## config.mk

```make
export PLATFORM = sky130hd
export DESIGN_NAME = pwm_ramp_sequencer
export DESIGN_NICKNAME = d
export VERILOG_FILES = /design/src/rtl/pwm_ramp_sequencer.sv
export SDC_FILE = /design/constraint.sdc
export NUM_CORES = 1
export LEC_CHECK = 0
export ABC_CLOCK_PERIOD_IN_PS = 6600
export BUFFER_PORTS_ARGS = -buffer_cell sky130_fd_sc_hd__buf_2
export CORE_MARGIN = 2
export CORE_UTILIZATION = 54
export DETAILED_ROUTE_END_ITERATION = 12
export PLACE_DENSITY = 0.9
export SKIP_LAST_GASP = 1
export SYNTH_ARGS = -nofsm -noshare
export SYNTH_HDL_FRONTEND = slang
export SYNTH_SLANG_ARGS = --single-unit
```

## constraint.sdc

```tcl
create_clock -name clk_i -period 6.6 [get_ports clk_i]
set_clock_uncertainty 0.15 [all_clocks]
set_input_delay 0 -clock clk_i [delete_from_list [all_inputs] [get_ports clk_i]]
set_output_delay 0 -clock clk_i [all_outputs]
set_load 0.05 [all_outputs]
```

## src/rtl/pwm_ramp_sequencer.sv

```systemverilog
// pwm_ramp_sequencer: ramps the PWM duty toward a target, then holds it for a set period count.
// Define PWM_SEQ_SAFE_SWITCH_EN to park duty at 0 until a period boundary on select changes.
module pwm_ramp_sequencer #(
  parameter int DUTY_W   = 7,
  parameter int DUTY_MAX = 100,
  parameter int STEP_W   = 4,
  parameter int HOLD_W   = 16
) (
  input  logic              clk_i,
  input  logic              rst_i,
  input  logic              period_tick_i,
  input  logic              cmd_valid_i,
  output logic              cmd_ready_o,
  input  logic [DUTY_W-1:0] cmd_duty_i,
  input  logic [STEP_W-1:0] cmd_step_i,
  input  logic [HOLD_W-1:0] cmd_hold_i,
  input  logic              cmd_sel_i,
  input  logic              abort_i,
  output logic [DUTY_W-1:0] duty_o,
  output logic              sel_o,
  output logic              busy_o,
  output logic              done_o
);

  typedef enum logic [1:0] {IDLE, SWITCH, RAMP, HOLD} state_t;

  localparam logic [DUTY_W:0] MAX_W = (DUTY_W+1)'(DUTY_MAX);

  state_t            state_q, state_d;
  logic [DUTY_W-1:0] duty_q, duty_d;
  logic [DUTY_W-1:0] tgt_q, tgt_d;
  logic [STEP_W-1:0] step_q, step_d;
  logic [HOLD_W-1:0] cnt_q, cnt_d;
  logic              sel_q, sel_d;
  logic              done_q, done_d;
`ifdef PWM_SEQ_SAFE_SWITCH_EN
  logic              nsel_q, nsel_d;
`endif

  logic              accept;
  logic              up;
  logic [DUTY_W:0]   cmd_w, duty_w, tgt_w;
  logic [DUTY_W:0]   gap, mag, step_w, nxt;
  logic [DUTY_W-1:0] clamp;
  logic [DUTY_W-1:0] ramp_duty;

  assign cmd_ready_o = (state_q == IDLE) & ~abort_i;
  assign accept      = cmd_valid_i & cmd_ready_o;

  assign cmd_w = {1'b0, cmd_duty_i};
  assign clamp = (cmd_w > MAX_W) ? MAX_W[DUTY_W-1:0] : cmd_duty_i;

  // Ramp math one bit wide so neither direction can wrap.
  assign duty_w = {1'b0, duty_q};
  assign tgt_w  = {1'b0, tgt_q};
  assign step_w = (DUTY_W+1)'(step_q);
  assign up     = tgt_w > duty_w;
  assign gap    = up ? (tgt_w - duty_w) : (duty_w - tgt_w);
  assign mag    = ((step_q == '0) || (step_w > gap)) ? gap : step_w;
  assign nxt    = up ? (duty_w + mag) : (duty_w - mag);
  assign ramp_duty = nxt[DUTY_W] ? '1 : nxt[DUTY_W-1:0];

  always_comb begin
    state_d = state_q;
    duty_d  = duty_q;
    tgt_d   = tgt_q;
    step_d  = step_q;
    cnt_d   = cnt_q;
    sel_d   = sel_q;
    done_d  = 1'b0;
`ifdef PWM_SEQ_SAFE_SWITCH_EN
    nsel_d  = nsel_q;
`endif
    unique case (state_q)
      IDLE: begin
        if (accept) begin
          tgt_d  = clamp;
          step_d = cmd_step_i;
          cnt_d  = cmd_hold_i;
`ifdef PWM_SEQ_SAFE_SWITCH_EN
          nsel_d = cmd_sel_i;
          if (cmd_sel_i != sel_q) begin
            duty_d  = '0;
            state_d = SWITCH;
          end else begin
            state_d = RAMP;
          end
`else
          sel_d   = cmd_sel_i;
          state_d = RAMP;
`endif
        end
      end
`ifdef PWM_SEQ_SAFE_SWITCH_EN
      SWITCH: begin
        if (abort_i) begin
          state_d = IDLE;
        end else if (period_tick_i) begin
          sel_d   = nsel_q;
          state_d = RAMP;
        end
      end
`endif
      RAMP: begin
        if (abort_i) begin
          state_d = IDLE;
        end else if (duty_q == tgt_q) begin
          // A zero hold completes on arrival rather than spending a cycle in HOLD.
          if (cnt_q == '0) begin
            done_d  = 1'b1;
            state_d = IDLE;
          end else begin
            state_d = HOLD;
          end
        end else if (period_tick_i) begin
          duty_d = ramp_duty;
        end
      end
      HOLD: begin
        if (abort_i) begin
          state_d = IDLE;
        end else if (cnt_q == '0) begin
          done_d  = 1'b1;
          state_d = IDLE;
        end else if (period_tick_i) begin
          cnt_d = cnt_q - HOLD_W'(1);
          if (cnt_q == HOLD_W'(1)) begin
            done_d  = 1'b1;
            state_d = IDLE;
          end
        end
      end
      default: state_d = IDLE;
    endcase
  end

  always_ff @(posedge clk_i or posedge rst_i) begin
    if (rst_i) begin
      state_q <= IDLE;
      duty_q  <= '0;
      tgt_q   <= '0;
      step_q  <= '0;
      cnt_q   <= '0;
      sel_q   <= 1'b0;
      done_q  <= 1'b0;
`ifdef PWM_SEQ_SAFE_SWITCH_EN
      nsel_q  <= 1'b0;
`endif
    end else begin
      state_q <= state_d;
      duty_q  <= duty_d;
      tgt_q   <= tgt_d;
      step_q  <= step_d;
      cnt_q   <= cnt_d;
      sel_q   <= sel_d;
      done_q  <= done_d;
`ifdef PWM_SEQ_SAFE_SWITCH_EN
      nsel_q  <= nsel_d;
`endif
    end
  end

  assign duty_o = duty_q;
  assign sel_o  = sel_q;
  assign busy_o = (state_q != IDLE);
  assign done_o = done_q;

endmodule
```

# Yosys cells after proc, flatten, opt, wreduce, memory -nomap -nowiden
# Index checks and enable logic that the tools add are counted.
[classes]
add_sub_neg = 5
n_lt_le_gt_ge = 3
n_eq_ne = 11
mux = 27
n_bitwise = 4
n_reduce_logical = 10
[ops]
columns = ["operator", "n"]
rows = [
  ["$mux 16", 4],
  ["$pmux 16 s2", 1],
  ["$mux 8", 3],
  ["$eq 16x1->1 const B", 1],
  ["$logic_not 16->1", 1],
  ["$mux 2", 8],
  ["$sub 16x1->16 const B", 1],
  ["$sub 7x7->8", 2],
  ["$mux 7", 2],
  ["$add 7x8->8", 1],
  ["$gt 4x8->1", 1],
  ["$ne 2x2->1 const B", 4],
  ["$ne 4x4->1 const B", 2],
  ["$reduce_and 4->1", 2],
  ["$sub 7x8->8", 1],
  ["$eq 7x7->1", 1],
  ["$gt 7x7->1", 1],
  ["$gt 7x7->1 const B", 1],
  ["$mux 1", 7],
  ["$pmux 2 s3", 1],
  ["$reduce_and 5->1", 1],
  ["$eq 2x2->1 const B", 2],
  ["$logic_not 4->1", 1],
  ["$reduce_bool 2->1", 2],
  ["7 further kinds", 9],
]
[word_totals]
reg_bits = 38
input_bits = 33
out_inout_bits = 11
word_cells = 67

# Logic depth before layout (Yosys ltp)
# Gate-level depths: netlist of run 1.
[logic_depth]
depth_word = 8
ltp_mapped = 32
depth_no_buf = 31

# Least setup slack after synthesis of run 1
# OpenSTA, ideal clock, no wires.
[synth_path]
path_kind = "reg2reg"
startpoint = "register duty_q[4], in the netlist duty_o[4]"
endpoint = "register duty_q[4], in the netlist duty_o[4]"
setup_time_ns = 0.138
t_arrival_ns = 6.260
t_required_ns = 6.312
setup_slack_ns = 0.052
stages_incl_launch_ff = 32
n_path_buf = 3
period_less_slack_ns = 6.548
path_cell_list = "dfrtp_1 inv_1 ha_1 buf_4 nand3_4 a21o_2 a21oi_1 mux2i_1 ha_1 a21o_1 a31o_2 a21oi_1 nor3_2 a21oi_2 buf_6 nor2_1 a21oi_2 ha_1 nand3_1 nor2_1 a311oi_2 xnor2_1 ha_1 a21o_1 a31oi_1 a21o_1 clkbuf_1 nand2_1 o2111ai_1 o211ai_1 o2111ai_2 o211ai_1"
[synth_via]
elab_chain_cells = 8
word_cells_on_any_way = 14
classes_between = "add/sub (4); order compare (2); eq/ne (1); mux (4); bitwise (1); reduce/logical (2)"
[synth_rtl]
columns = ["element", "line_no", "source"]
rows = [
  ["from (decl)", "30", "logic [DUTY_W-1:0] duty_q, duty_d;"],
  ["from (signal assigned)", "151", "duty_q <= duty_d;"],
  ["$sub 7x7->8 or $gt 7x7->1 (tied branches)", "58, 57", ""],
  ["$mux 8", "58", "assign gap = up ? (tgt_w - duty_w) : (duty_w - tgt_w);"],
  ["$gt 4x8->1", "59", "assign mag = ((step_q == '0) || (step_w > gap)) ? gap : step_w;"],
  ["$logic_or 1x1->1", "59", ""],
  ["$mux 8", "59", ""],
  ["$sub 7x8->8 or $add 7x8->8 (tied branches)", "60", "assign nxt = up ? (duty_w + mag) : (duty_w - mag);"],
  ["$mux 8", "60", ""],
  ["$mux 7", "61", "assign ramp_duty = nxt[DUTY_W] ? '1 : nxt[DUTY_W-1:0];"],
]
# Parallel ways exist; a longest one is shown, timed or not.
# A chain may end at the register's enable or synchronous reset.

# Final worst setup path of run 1
[layout_path]
startpoint = "register duty_q[3], in the netlist duty_o[3]"
endpoint = "register duty_q[0], in the netlist duty_o[0]"
# Same word-level chain as after synthesis.

==> results of run 1 <==
## report_power, final
part	switching (W)	total (W)	internal, W
combinational	0.00119	0.00203	0.000835
sequential	0.0000685	0.000353	0.000285
clock	0.0000924	0.000177	0.0000841
## timing repair
action                                  CTS  global route
endpoints found under the setup margin    0             7
hold endpoints to repair                 69             0
gates resized for setup                   0            14
hold buffers                             32             0
buffers inserted                          0             2
## kinds of logic (layout without fill, tap and decap cells)
family	Yosys count	after routing	synth area share (%)
AO/OA/AOI/OAI	143	143	27.03
XOR/XNOR	19	19	5.427
adder cells (fa/ha/maj)	30	30	10.99
buffers and inverters	50	126	6.775
flip-flops	38	38	26.27
multiplexers	11	11	3.284
AND/OR/NAND/NOR	144	144	20.22
## area by class of cell
class	instances	area, um2
repair buffers	87	625.6
well taps	77	96.34
flip-flops and latches	38	950.9
clock buffers	6	82.58
clock inverters	2	12.51
multi-input cells	347	2481
fillers	476	2057
inverters	31	116.4
## worst paths after layout
path / start / to / slack [ns]
max reg2reg: duty_o[3] / duty_o[0] / 0.40
min: period_tick_i / duty_o[1] / 0.09
min reg2reg: sel_o / sel_o / 0.39
min in group asynchronous: rst_i / duty_o[4] / 0.20
max in group asynchronous: rst_i / sel_o / 5.75
max: duty_o[3] / duty_o[0] / 0.40
## critical path, delay by kind of cell, from the launching register on
kind                     cells  cell delay, ns
buffers and inverters        2            0.20
AO/OA/AOI/OAI               14            2.57
adder cells (fa/ha/maj)      4            1.35
XOR/XNOR                     2            0.49
flip-flops                   1            0.45
multiplexers                 1            0.30
AND/OR/NAND/NOR              5            0.55
## per-stage QoR
stage / utilization [%] / hold WS [ns] / cells / setup slack, ns / power [W]
2_1_floorplan: - / -0.08359 / 435 / 0.05158 / 0.001845
3_3_place_gp: 60.47 / -0.01300 / 546 / 0.3961 / 0.002148
3_5_place_dp: 60.47 / -0.008846 / 546 / 0.1138 / 0.002204
4_1_cts: 66.94 / 0.08841 / 586 / 0.09501 / 0.002403
5_1_grt: 67.97 / 0.1067 / 588 / 0.0008908 / 0.002753
6_report: 67.97 / 0.09057 / 588 / 0.4009 / 0.002557
## registers in the layout, indices dropped and copies added (netlist names)
register	flops
state_q	2
step_q	4
tgt_q	7
sel_o	1
cnt_q	16
duty_o	7
done_o	1
## layer usage
| layer | global-route usage [%] | vias up | share of wire, % |
|---|---|---|---|
| met1 | 36.46 | 1679 | 41 |
| met2 | 46.30 | 208 | 48 |
| met3 | 4.620 | 31 | 7.8 |
| li1 | - | 1718 | - |
| met5 | 0 | - | 0 |
| met4 | 9.957 | 0 | 2.4 |
## layout by cell type, fill, tap and decap left out, types with 8 or more instances in the layout
cell / Yosys / final
sky130_fd_sc_hd__o21ai_0: 23 / 21
sky130_fd_sc_hd__ha_1: 27 / 22
sky130_fd_sc_hd__nand2_1: 39 / 39
sky130_fd_sc_hd__nor2_1: 41 / 41
sky130_fd_sc_hd__buf_2: 2 / 43
sky130_fd_sc_hd__dlygate4sd3_1: 0 / 32
sky130_fd_sc_hd__inv_1: 31 / 31
sky130_fd_sc_hd__buf_4: 2 / 12
sky130_fd_sc_hd__dfrtp_1: 38 / 38
sky130_fd_sc_hd__a31oi_1: 9 / 8
sky130_fd_sc_hd__nor3_1: 16 / 16
sky130_fd_sc_hd__xnor2_1: 11 / 11
sky130_fd_sc_hd__a21oi_1: 46 / 45
==> reports/summary.md, run 1 <==
The run finished, with violations left. The final reports fail on DRC. The most repeated cell in the gate-level netlist after synthesis was sky130_fd_sc_hd__a21oi_1. The proportion of layout cells with a drive suffix above 1 was 22.11%. The number of antenna diodes in the final layout is 0. After floorplanning, the core was divided into 29 placement rows. After synthesis, the netlist uses 73 different library cells. Setup repair after global routing left no endpoint under its margin. The final total negative setup slack came out at 0 ns. The startpoint type of the worst setup path was a flip-flop. Static power due to leakage: 1.852 nW. In this run the remaining antenna-violating nets after routing total 0. Sorting the synthesized cells by how often they occur yields sky130_fd_sc_hd__a21oi_1, sky130_fd_sc_hd__nor2_1, sky130_fd_sc_hd__nand2_1.

Most used flip-flop cell after synthesis: sky130_fd_sc_hd__dfrtp_1. The worst-case IR drop observed on VDD is 253.2 uV. After synthesis, the mean cell area works out to 8.321 um2. The logs give 0 for the number of antenna violations at the first check in global routing and 435 for the cell count after synthesis. The area of the core is 0.006422 mm2, and the number of global-route vias before repair is 3,550. For this run, the post-layout net count is 573. The share of the Yosys chip area taken by registers is 26.27%.

The fraction of registers with async set or reset after synthesis came out at 100.0%. The total wire length was 9.850 mm. The chip height is 85.88 um, and the global-route wire length before repair is 16.48 mm. For the cell area after layout, the log shows 0.004365 mm2. The logs give 44 for the total I/O pin count and 30.31% for the headroom to the max-slew limit. The setup violation total in the final timing report is 0.

The full die area was 0.007375 mm2. TritonCTS created 5 clock buffers. For the worst setup path, the data arrival time is 6.23 ns.

The H-tree was split into 2 levels. Relative to the synthesized area, the layout overhead comes to 20.60%. By area the synthesized netlist is led by sky130_fd_sc_hd__dfrtp_1, sky130_fd_sc_hd__ha_1, sky130_fd_sc_hd__a21oi_1. Number of slew-limit violations in the final report: 0.

The element type at the critical path end is a flip-flop. In this run the tool buffered the top-level ports with 43 buffer cells. The smallest clock period supported by the final layout is computed as 6.199 ns. The clock input transition at the sequential cells of the worst setup and hold paths came out at 0.08 ns. The Yosys warning count was 0. The delay contributed by the slowest stage of the critical path works out to 0.45 ns. The synthesized design contains 0 enable-type register cells.

Of the post-synthesis cell area, the dominant cell type holds 26.27%. The logs give 56.36% for the starting utilization of the core area and 38 for the number of sinks handled by clock tree synthesis. The worst hold path belongs to the class primary input to flip-flop.

For the worst setup path, the data required time is 6.63 ns. Along the worst hold path, the cell count comes to 3. The number of maximum-capacitance constraint violations was 0. The tools report the cell area after technology mapping as 0.003620 mm2. The buffer type at the clock tree root is sky130_fd_sc_hd__clkbuf_8. Clock latency on the worst-skew pair: 0.31 ns.

For this run, the total global-route usage over all layers was measured as 27.79%. The portion of the clock cycle consumed by the worst path in the final layout was 93.93%; the first-pass detailed-route iteration total was 9. The cell type with the largest total area after synthesis is sky130_fd_sc_hd__dfrtp_1.

Counting stages on the worst path, the most repeated cell is sky130_fd_sc_hd__a21oi_2. The number of cells on the worst reg-to-reg path is 28. The kind of critical path was flip-flop to flip-flop. The mean number of vias per cell is 6.184. TritonCTS built the clock tree.

For this run, design rule violations remaining after detail routing come to 2. The tools report the count of endpoints failing hold in the final timing report as 0. The maximum clock insertion buffer count is 2, and the final weighted congestion of routability-driven global placement is 0.9346.

The pin count of the biggest net entering global routing is 39, and the HPWL after detailed placement is 6.932 mm. The slowest stage of the critical path belongs to the cell sky130_fd_sc_hd__dfrtp_1. Dividing total power by cell area gives a power density of 585.7 mW/mm2. The mean routed wirelength per cell came out at 16.75 um. The placed instances occupy a cell area of 0.003884 mm2. The die width was 85.88 um. The slew at the pin closest to its max-slew limit was 1.045 ns.

Synthesis produced a netlist with a net count of 498. The tools report the peak clock frequency supported by timing as 0.1613 GHz. In this run, synthesis produced a sequential element count of 38.

The detailed router placed 3,636 vias in this run. The detailed router finished its first iteration with 365 violations. After global routing the overflow that remains totals 0. The peak fanout along the critical path works out to 9.
(Power assumes the default switching activity.)
==> inputs of run 2 (changes only) <==
--- a/config.mk
+++ b/config.mk
@@ -5,12 +5,13 @@
 export SDC_FILE = /design/constraint.sdc
 export NUM_CORES = 1
 export LEC_CHECK = 0
-export ABC_CLOCK_PERIOD_IN_PS = 6600
+export ABC_AREA = 1
+export ABC_CLOCK_PERIOD_IN_PS = 7700
 export BUFFER_PORTS_ARGS = -buffer_cell sky130_fd_sc_hd__buf_2
 export CORE_MARGIN = 2
-export CORE_UTILIZATION = 54
+export CORE_UTILIZATION = 64
 export DETAILED_ROUTE_END_ITERATION = 12
-export PLACE_DENSITY = 0.9
+export PLACE_DENSITY = 0.95
 export SKIP_LAST_GASP = 1
 export SYNTH_ARGS = -nofsm -noshare
 export SYNTH_HDL_FRONTEND = slang
==> constraint.sdc (replaced) <==
create_clock -name clk_i -period 7.7 [get_ports clk_i]
set_clock_uncertainty 0.15 [all_clocks]
set_input_delay 0 -clock clk_i [delete_from_list [all_inputs] [get_ports clk_i]]
set_output_delay 0 -clock clk_i [all_outputs]
set_load 0.05 [all_outputs]
==> reports/summary.md, run 2 <==
The flow ran to the end, and the final reports show no timing, DRC or antenna violations. The worst register-to-register path begins at duty_o[1]. The slew at the pin closest to its max-slew limit is 1.192 ns (+0.1475 ns), and the area fraction of the dominant cell type after synthesis is 27.11% (+0.84 points). The run gives 522 (+43%) as the first-iteration detailed-routing DRC count. The most repeated cell in the gate-level netlist after synthesis was sky130_fd_sc_hd__nand2_1.

Setup repair after global routing left no endpoint under its margin. The total CTS buffers came out at 5 (unchanged). The critical path is of the flip-flop to flip-flop type. The number of gates resized after CTS was 0 (unchanged). The total vias in the final route is 4,107 (+13%), and the worst hold path cell count is 5 (+2).

The clock input transition at the sequential cells of the worst setup and hold paths works out to 0.09 ns (about the same). The final total negative setup slack came out at 0 ns (unchanged). The cell sitting at the root of the clock tree is a sky130_fd_sc_hd__clkbuf_8.

The starting utilization of the core area was 67.38% (+11 points); the number of slew-limit violations in the final report was 0 (unchanged). Clock latency on the worst-skew pair: 0.30 ns (about the same). The run gives 7.77 ns (+1.14 ns) as the required time reported for the critical path endpoint. The standard-cell row count was 26 (-10%). The mean routed wirelength per cell was 18.59 um (+11%); the cell count after synthesis was 503 (+16%).

The tools report the cell area after technology mapping as 0.003507 mm2 (-3.1%). The part of the Yosys area used for sequential elements was 27.11% (+0.84 points); the flip-flop count of the largest register, all copies and words added was 16 (unchanged). The final antenna-violating net count was 0 (unchanged); the global-route wire length before repair was 19.58 mm (+19%). The worst hold path begins at cmd_valid_i. The DRC violation count after routing came out at 0 (-2). The most used flip-flop cell after synthesis is sky130_fd_sc_hd__dfrtp_1. Mean instance size in the synthesized netlist: 6.972 um2 (-16%). The slack of the worst reg-to-reg path is 1.52 ns (+1.12 ns), and the total of flip-flops plus latches after synthesis is 38 (unchanged). On the critical path, the stage with the largest delay is an instance of sky130_fd_sc_hd__dfrtp_1. The fraction of registers with async set or reset after synthesis was 100.0% (unchanged). The logs give 0.005205 mm2 (-19%) for the area of the core and 38 (unchanged) for the number of sinks handled by clock tree synthesis.

The count of unique library cells instantiated by Yosys is 43 (-41%). The total setup buffers inserted after CTS came out at 0 (unchanged). For the number of antenna violations at the first check in global routing, the log shows 0 (unchanged). In this run the worst hold path is classified as primary input to flip-flop.

The count of input and output buffers was 43 (unchanged); the post-placement setup slack was 2.014 ns (+1.900 ns). Count of endpoints failing hold in the final timing report: 0 (unchanged). The run gives 0 (unchanged) as the number of antenna repair diodes. The worst register-to-register path ends at duty_o[0].

The shortest clock period the worst path allows after layout is 6.181 ns (-0.01766 ns). The tools report the headroom to the max-slew limit as 20.22% (-10 points). The first-pass detailed-route iteration total is 6 (-3), and the peak clock frequency supported by timing is 0.1618 GHz (+0.29%). The portion of the clock cycle consumed by the worst path in the final layout is 80.28% (-14 points), and the number of global-route vias before repair is 4,077 (+15%). The delay contributed by the slowest stage of the critical path is 0.57 ns (+0.12 ns). The run gives 80.70% (+13 points) as the utilization of the core after routing.

The peak fanout along the critical path was 13 (+4); the total congestion overflow after global routing was 0 (unchanged). For the pin count of the biggest net entering global routing, the log shows 39 (unchanged). TritonCTS built the clock tree.

The depth of the worst register-to-register path is 35 (+25%), and the final weighted congestion of routability-driven global placement is 1.102 (+18%). Full die area: 0.006088 mm2 (-17%). The proportion of layout cells with a drive suffix above 1 works out to 16.49% (-5.6 points).

cnt_q holds more flip-flops than any other register. The die width is 78.03 um (-9.1%), and the global router's overall resource usage is 40.61% (+13 points). Of all cell types, the one taking the most synthesized area is sky130_fd_sc_hd__dfrtp_1. The total I/O pin count is 44 (unchanged), and the post-synth net total is 566 (+14%).

The setup violation total in the final timing report was 0 (unchanged). The endpoint of the worst hold-timing path was state_q[1]. Chip height: 78.03 um (-9.1%).

The mean number of vias per cell came out at 6.358 (+2.8%). For the number of maximum-capacitance constraint violations, the log shows 0 (unchanged). The element type at the critical path end was a flip-flop. Relative area change from synthesis to final layout: 19.76%.

The run gives 6.26 ns (+0.03 ns) as the data arrival time at the worst-slack endpoint. The run gives 2 (unchanged) as the maximum clock insertion buffer count. The tools report the Yosys warning count as 0 (unchanged).

The top cell types in the final layout, fill and taps aside, are sky130_fd_sc_hd__nand2_1, sky130_fd_sc_hd__inv_1, sky130_fd_sc_hd__buf_2. The library cell used most frequently in the layout, excluding fill and tap cells, is sky130_fd_sc_hd__nand2_1. The smallest setup slack after layout is 1.519 ns (+1.118 ns). The worst setup path is launched from a flip-flop.

The net count of the finished layout came out at 638 (+11%). The tools report the H-tree level count as 2 (unchanged). After synthesis, the cell types taking the most area are sky130_fd_sc_hd__dfrtp_1, sky130_fd_sc_hd__nand2_1, sky130_fd_sc_hd__ha_1. The HPWL after detailed placement was 6.758 mm (-2.5%); the total wire length was 12.01 mm (+22%).

The commonest cells after synthesis are sky130_fd_sc_hd__nand2_1, sky130_fd_sc_hd__inv_1, sky130_fd_sc_hd__o21ai_0. The number of enable-type register cells in the synthesized netlist is 0 (unchanged).
[run 2: changes by cell type after synthesis, sizes merged, moves of 7 or more]
cell    change
inv        +51
nand2      +98
a31oi       -8
nand3      +18
a21o       -10
xnor2       -8
nor3       -13
a21oi      -10
nand4       +7
o211ai      -7
o21ai      +14
buf         -7
[run 2: cell type report]
cell class | instances | area [um2]
clock buffers | 8 | 110.1
fillers | 275 | 1005
inverters | 82 | 307.8
multi-input cells | 371 | 2191
flip-flops and latches | 38 | 950.9
well taps | 70 | 87.58
repair buffers | 77 | 553.0
[run 2: cells by family after synthesis]
group	share of synthesized area (%)
buf+inv	10.42
flops	27.11
xor+xnor	3.996
compound gates	16.09
fa+ha+maj	11.34
simple gates	30.43
mux	0.6065
[run 2: how the worst max path moves through the flow]
stage	from	to	slack (ns)	cells past startpoint
after floorplan	duty_o[1]	duty_o[4]	2.34	33
after global placement	duty_o[1]	duty_o[5]	2.34	33
after detailed placement	duty_o[1]	duty_o[6]	2.01	33
after CTS	duty_o[1]	duty_o[6]	1.85	33
after global routing	duty_o[1]	duty_o[0]	1.24	35
final	duty_o[1]	duty_o[0]	1.52	35
[run 2: per-stage QoR]
step                      cells  hold slack, ns  area (um2)
after floorplan             503        -0.04038        3507
after global placement      605        -0.01991        3760
after detailed placement    605       -0.007011        3760
after CTS                   646         0.01786        4200
after global routing        646         0.05972        4200
final                       646         0.01851        4200
[run 2: worst max-delay path: cells and delay by family, from the launching register on]
family	cells	cell delay [ns]
AOI/OAI and AO/OA	6	0.89
xor gates and xnor gates	2	0.45
adders and majority gates	4	1.34
buffers and inverters	6	0.62
DFF	1	0.57
and+or+nand+nor	17	2.09
[run 2: repair_timing]
action	4_1_cts	5_1_grt
endpoints found under the setup margin	0	0
hold endpoints to repair	68	0
hold buffers	33	0
[run 2: per-layer routing]
metal	vias up	share of wire [%]	global-route usage, %
met2	370	48	68.88
li1	1750	-	-
met3	109	9.6	8.276
met5	-	0	0
met1	1878	36	47.65
met4	0	5.9	23.68
Power of run 2 is left out: the tool's default activity adds up to more than one toggle a clock period on the data nets, which glitch-free logic cannot reach.
==> inputs of run 3 (changes only) <==
--- a/config.mk
+++ b/config.mk
@@ -6,12 +6,12 @@
 export NUM_CORES = 1
 export LEC_CHECK = 0
 export ABC_AREA = 1
-export ABC_CLOCK_PERIOD_IN_PS = 7700
+export ABC_CLOCK_PERIOD_IN_PS = 5800
 export BUFFER_PORTS_ARGS = -buffer_cell sky130_fd_sc_hd__buf_2
 export CORE_MARGIN = 2
-export CORE_UTILIZATION = 64
+export CORE_UTILIZATION = 59
 export DETAILED_ROUTE_END_ITERATION = 12
-export PLACE_DENSITY = 0.95
+export PLACE_DENSITY = 0.93
 export SKIP_LAST_GASP = 1
 export SYNTH_ARGS = -nofsm -noshare
 export SYNTH_HDL_FRONTEND = slang
==> constraint.sdc (replaced) <==
create_clock -name clk_i -period 5.8 [get_ports clk_i]
set_clock_uncertainty 0.15 [all_clocks]
set_input_delay 0 -clock clk_i [delete_from_list [all_inputs] [get_ports clk_i]]
set_output_delay 0 -clock clk_i [all_outputs]
set_load 0.05 [all_outputs]
==> reports/summary.md, run 3 (synthesized netlist as in run 2, its figures left out) <==
For the final weighted congestion of routability-driven global placement, the log shows 1.005 (-8.9%). The peak fanout along the critical path works out to 9 (-4). The run gives 33.51% (-7.1 points) as the global router's overall resource usage.

The met3 routed wirelength came out at 883 um (-24%). Area of the multi-input gates: 0.002256 mm2 (+3.0%). The total I/O pin count came out at 44 (unchanged). The run gives 0 (unchanged) as the count of endpoints failing hold in the final timing report. The library cell used most frequently in the layout, excluding fill and tap cells, is sky130_fd_sc_hd__nand2_1. Number of sinks handled by clock tree synthesis: 38 (unchanged). Ranked by flip-flop count, first place goes to cnt_q. The tools report the first-iteration detailed-routing DRC count as 490 (-6.1%). Clock latency on the worst-skew pair: 0.30 ns (about the same).

The run finished with clean final reports. The proportion of layout cells with a drive suffix above 1 came out at 19.34% (+2.9 points). The required time reported for the critical path endpoint was 5.83 ns (-1.94 ns); the flip-flop count of the largest register, all copies and words added was 16 (unchanged).

The total cell area at the placement stage is 0.003774 mm2 (+0.37%). The cell area after layout is 0.004282 mm2 (+1.9%), and the worst hold path cell count is 5 (unchanged). The H-tree level count is 2 (unchanged), and the final antenna-violating net count is 0 (unchanged).

The standard-cell row count was 28 (+7.7%). The clock input transition at the sequential cells of the worst setup and hold paths is 0.08 ns (about the same). The final total negative setup slack is 0 ns (unchanged). The utilization of the core after routing came out at 73.62% (-7.1 points). The HPWL after detailed placement was 6.734 mm (-0.35%). The element type at the critical path end is a flip-flop. For the starting utilization of the core area, the log shows 60.31% (-7.1 points). For the number of antenna repair diodes, the log shows 0 (unchanged).

In this run the critical register-to-register path is captured at duty_o[0]. Mean routed wirelength per cell: 17.23 um (-7.3%). STA classifies the critical path startpoint as a flip-flop. For the first-pass detailed-route iteration total, the log shows 7 (+1). The area growth from synthesis to layout is 22.08%. By instance count, the cell type seen most on the critical path is sky130_fd_sc_hd__inv_1. The library cells used most frequently in the layout, excluding fill and tap cells, are sky130_fd_sc_hd__nand2_1, sky130_fd_sc_hd__inv_1, sky130_fd_sc_hd__buf_2. The area of the core was 0.005816 mm2 (+12%).

Pin count of the biggest net entering global routing: 39 (unchanged). The total vias in the final route came out at 4,006 (-2.5%). The headroom to the max-slew limit was 51.14% (+31 points).

The buffer type at the clock tree root is sky130_fd_sc_hd__clkbuf_8. Count of input and output buffers: 43 (unchanged). For the global-route wire length before repair, the log shows 17.15 mm (-12%). The number of slew-limit violations in the final report is 0 (unchanged), and the die width is 81.10 um (+3.9%). The beginning of the worst register-to-register path is tgt_q[0].

The total congestion overflow after global routing is 0 (unchanged). The tools report the endpoint of the worst hold-timing path as done_o. The run gives 3,738 (-8.3%) as the number of global-route vias before repair. The full die area is 0.006577 mm2 (+8.0%), and the depth of the worst register-to-register path is 37 (+5.7%). The shortest clock period the worst path allows after layout was 5.679 ns (-0.5027 ns); the register cell area after layout was 950.9 um2 (unchanged). The peak clock frequency supported by timing is 0.1761 GHz (+8.9%), and the portion of the clock cycle consumed by the worst path in the final layout is 97.91% (+18 points). The mean number of vias per cell is 6.125 (-3.7%). The run gives 0 (unchanged) as the setup violation total in the final timing report. The tools report the DRC violation count after routing as 0 (unchanged).

The routed length on met2 was 5.494 mm (-5.5%). The setup path with the least slack is of type flip-flop to flip-flop. The run gives 4.081 mm (-5.6%) as the routed metal-1 wire length. TritonCTS built the clock tree. Chip height: 81.10 um (+3.9%). The slew at the pin closest to its max-slew limit is 0.7311 ns (-0.4612 ns), and the net count of the finished layout is 643 (+0.78%).

The number of maximum-capacitance constraint violations was 0 (unchanged). The tools report the data arrival time at the worst-slack endpoint as 5.71 ns (-0.55 ns). The run gives 5 (unchanged) as the total CTS buffers. The delay contributed by the slowest stage of the critical path came out at 0.40 ns (-0.17 ns).

Routed signal wires occupy layers up through met4. The worst-path cell with the longest stage delay is sky130_fd_sc_hd__dfrtp_1. The maximum clock insertion buffer count is 2 (unchanged).

The total wire length was 11.27 mm (-6.2%); the slack of the worst reg-to-reg path was 0.12 ns (-1.40 ns). Worst hold path class: primary input to flip-flop. The number of antenna violations at the first check in global routing was 0 (unchanged). The tools report the number of fillers in the final layout as 399 (+45%). In this run the most critical hold path is launched from period_tick_i.
## run 3: timing repair
item | CTS | global route
hold endpoints to repair | 68 | 0
hold buffers | 32 | 0
endpoints found under the setup margin | 0 | 7
resized for setup | 0 | 17
setup buffers | 0 | 5
## run 3: metrics by stage
stage / std cells / worst slack (ns) / hold WS, ns
after floorplan: 503 / 0.4364 / -0.04038
after global placement: 611 / 0.4207 / -0.01415
after detailed placement: 611 / 0.2447 / -0.008194
after CTS: 649 / 0.2034 / 0.02029
after global routing: 654 / -0.2411 / 0.07404
final: 654 / 0.1213 / 0.06025
## run 3: area by class of cell
class | count | area share [%]
well taps | 75 | 2.192
flip-flops and latches | 38 | 22.21
repair buffers | 82 | 13.73
multi-input cells | 371 | 52.69
clock buffers | 6 | 1.929
inverters | 82 | 7.247
## run 3: worst max path at each step
| stage | end | cells after the start | from |
|---|---|---|---|
| floorplan | duty_o[4] | 33 | duty_o[1] |
| global placement | duty_o[5] | 33 | duty_o[1] |
| detailed placement | duty_o[0] | 33 | duty_o[1] |
| CTS | duty_o[0] | 33 | duty_o[1] |
| global route | duty_o[5] | 34 | duty_o[1] |
| finish | duty_o[0] | 37 | tgt_q[0] |
## run 3: worst max-delay path, delay by kind of cell, from the launching register on
kind / cells / cell delay, ns
compound gates: 6 / 0.66
xor+xnor: 2 / 0.33
fa+ha+maj: 5 / 1.41
buf+inv: 7 / 0.53
flops: 1 / 0.40
simple gates: 17 / 2.06
## run 3: routing by layer
layer  up-vias  GRT usage [%]
li1       1763              -
met2       299          59.34
met4         0          16.78
met3       103          7.000
met1      1841          38.10
met5         -              0
Power of run 3 is left out for the same reason.
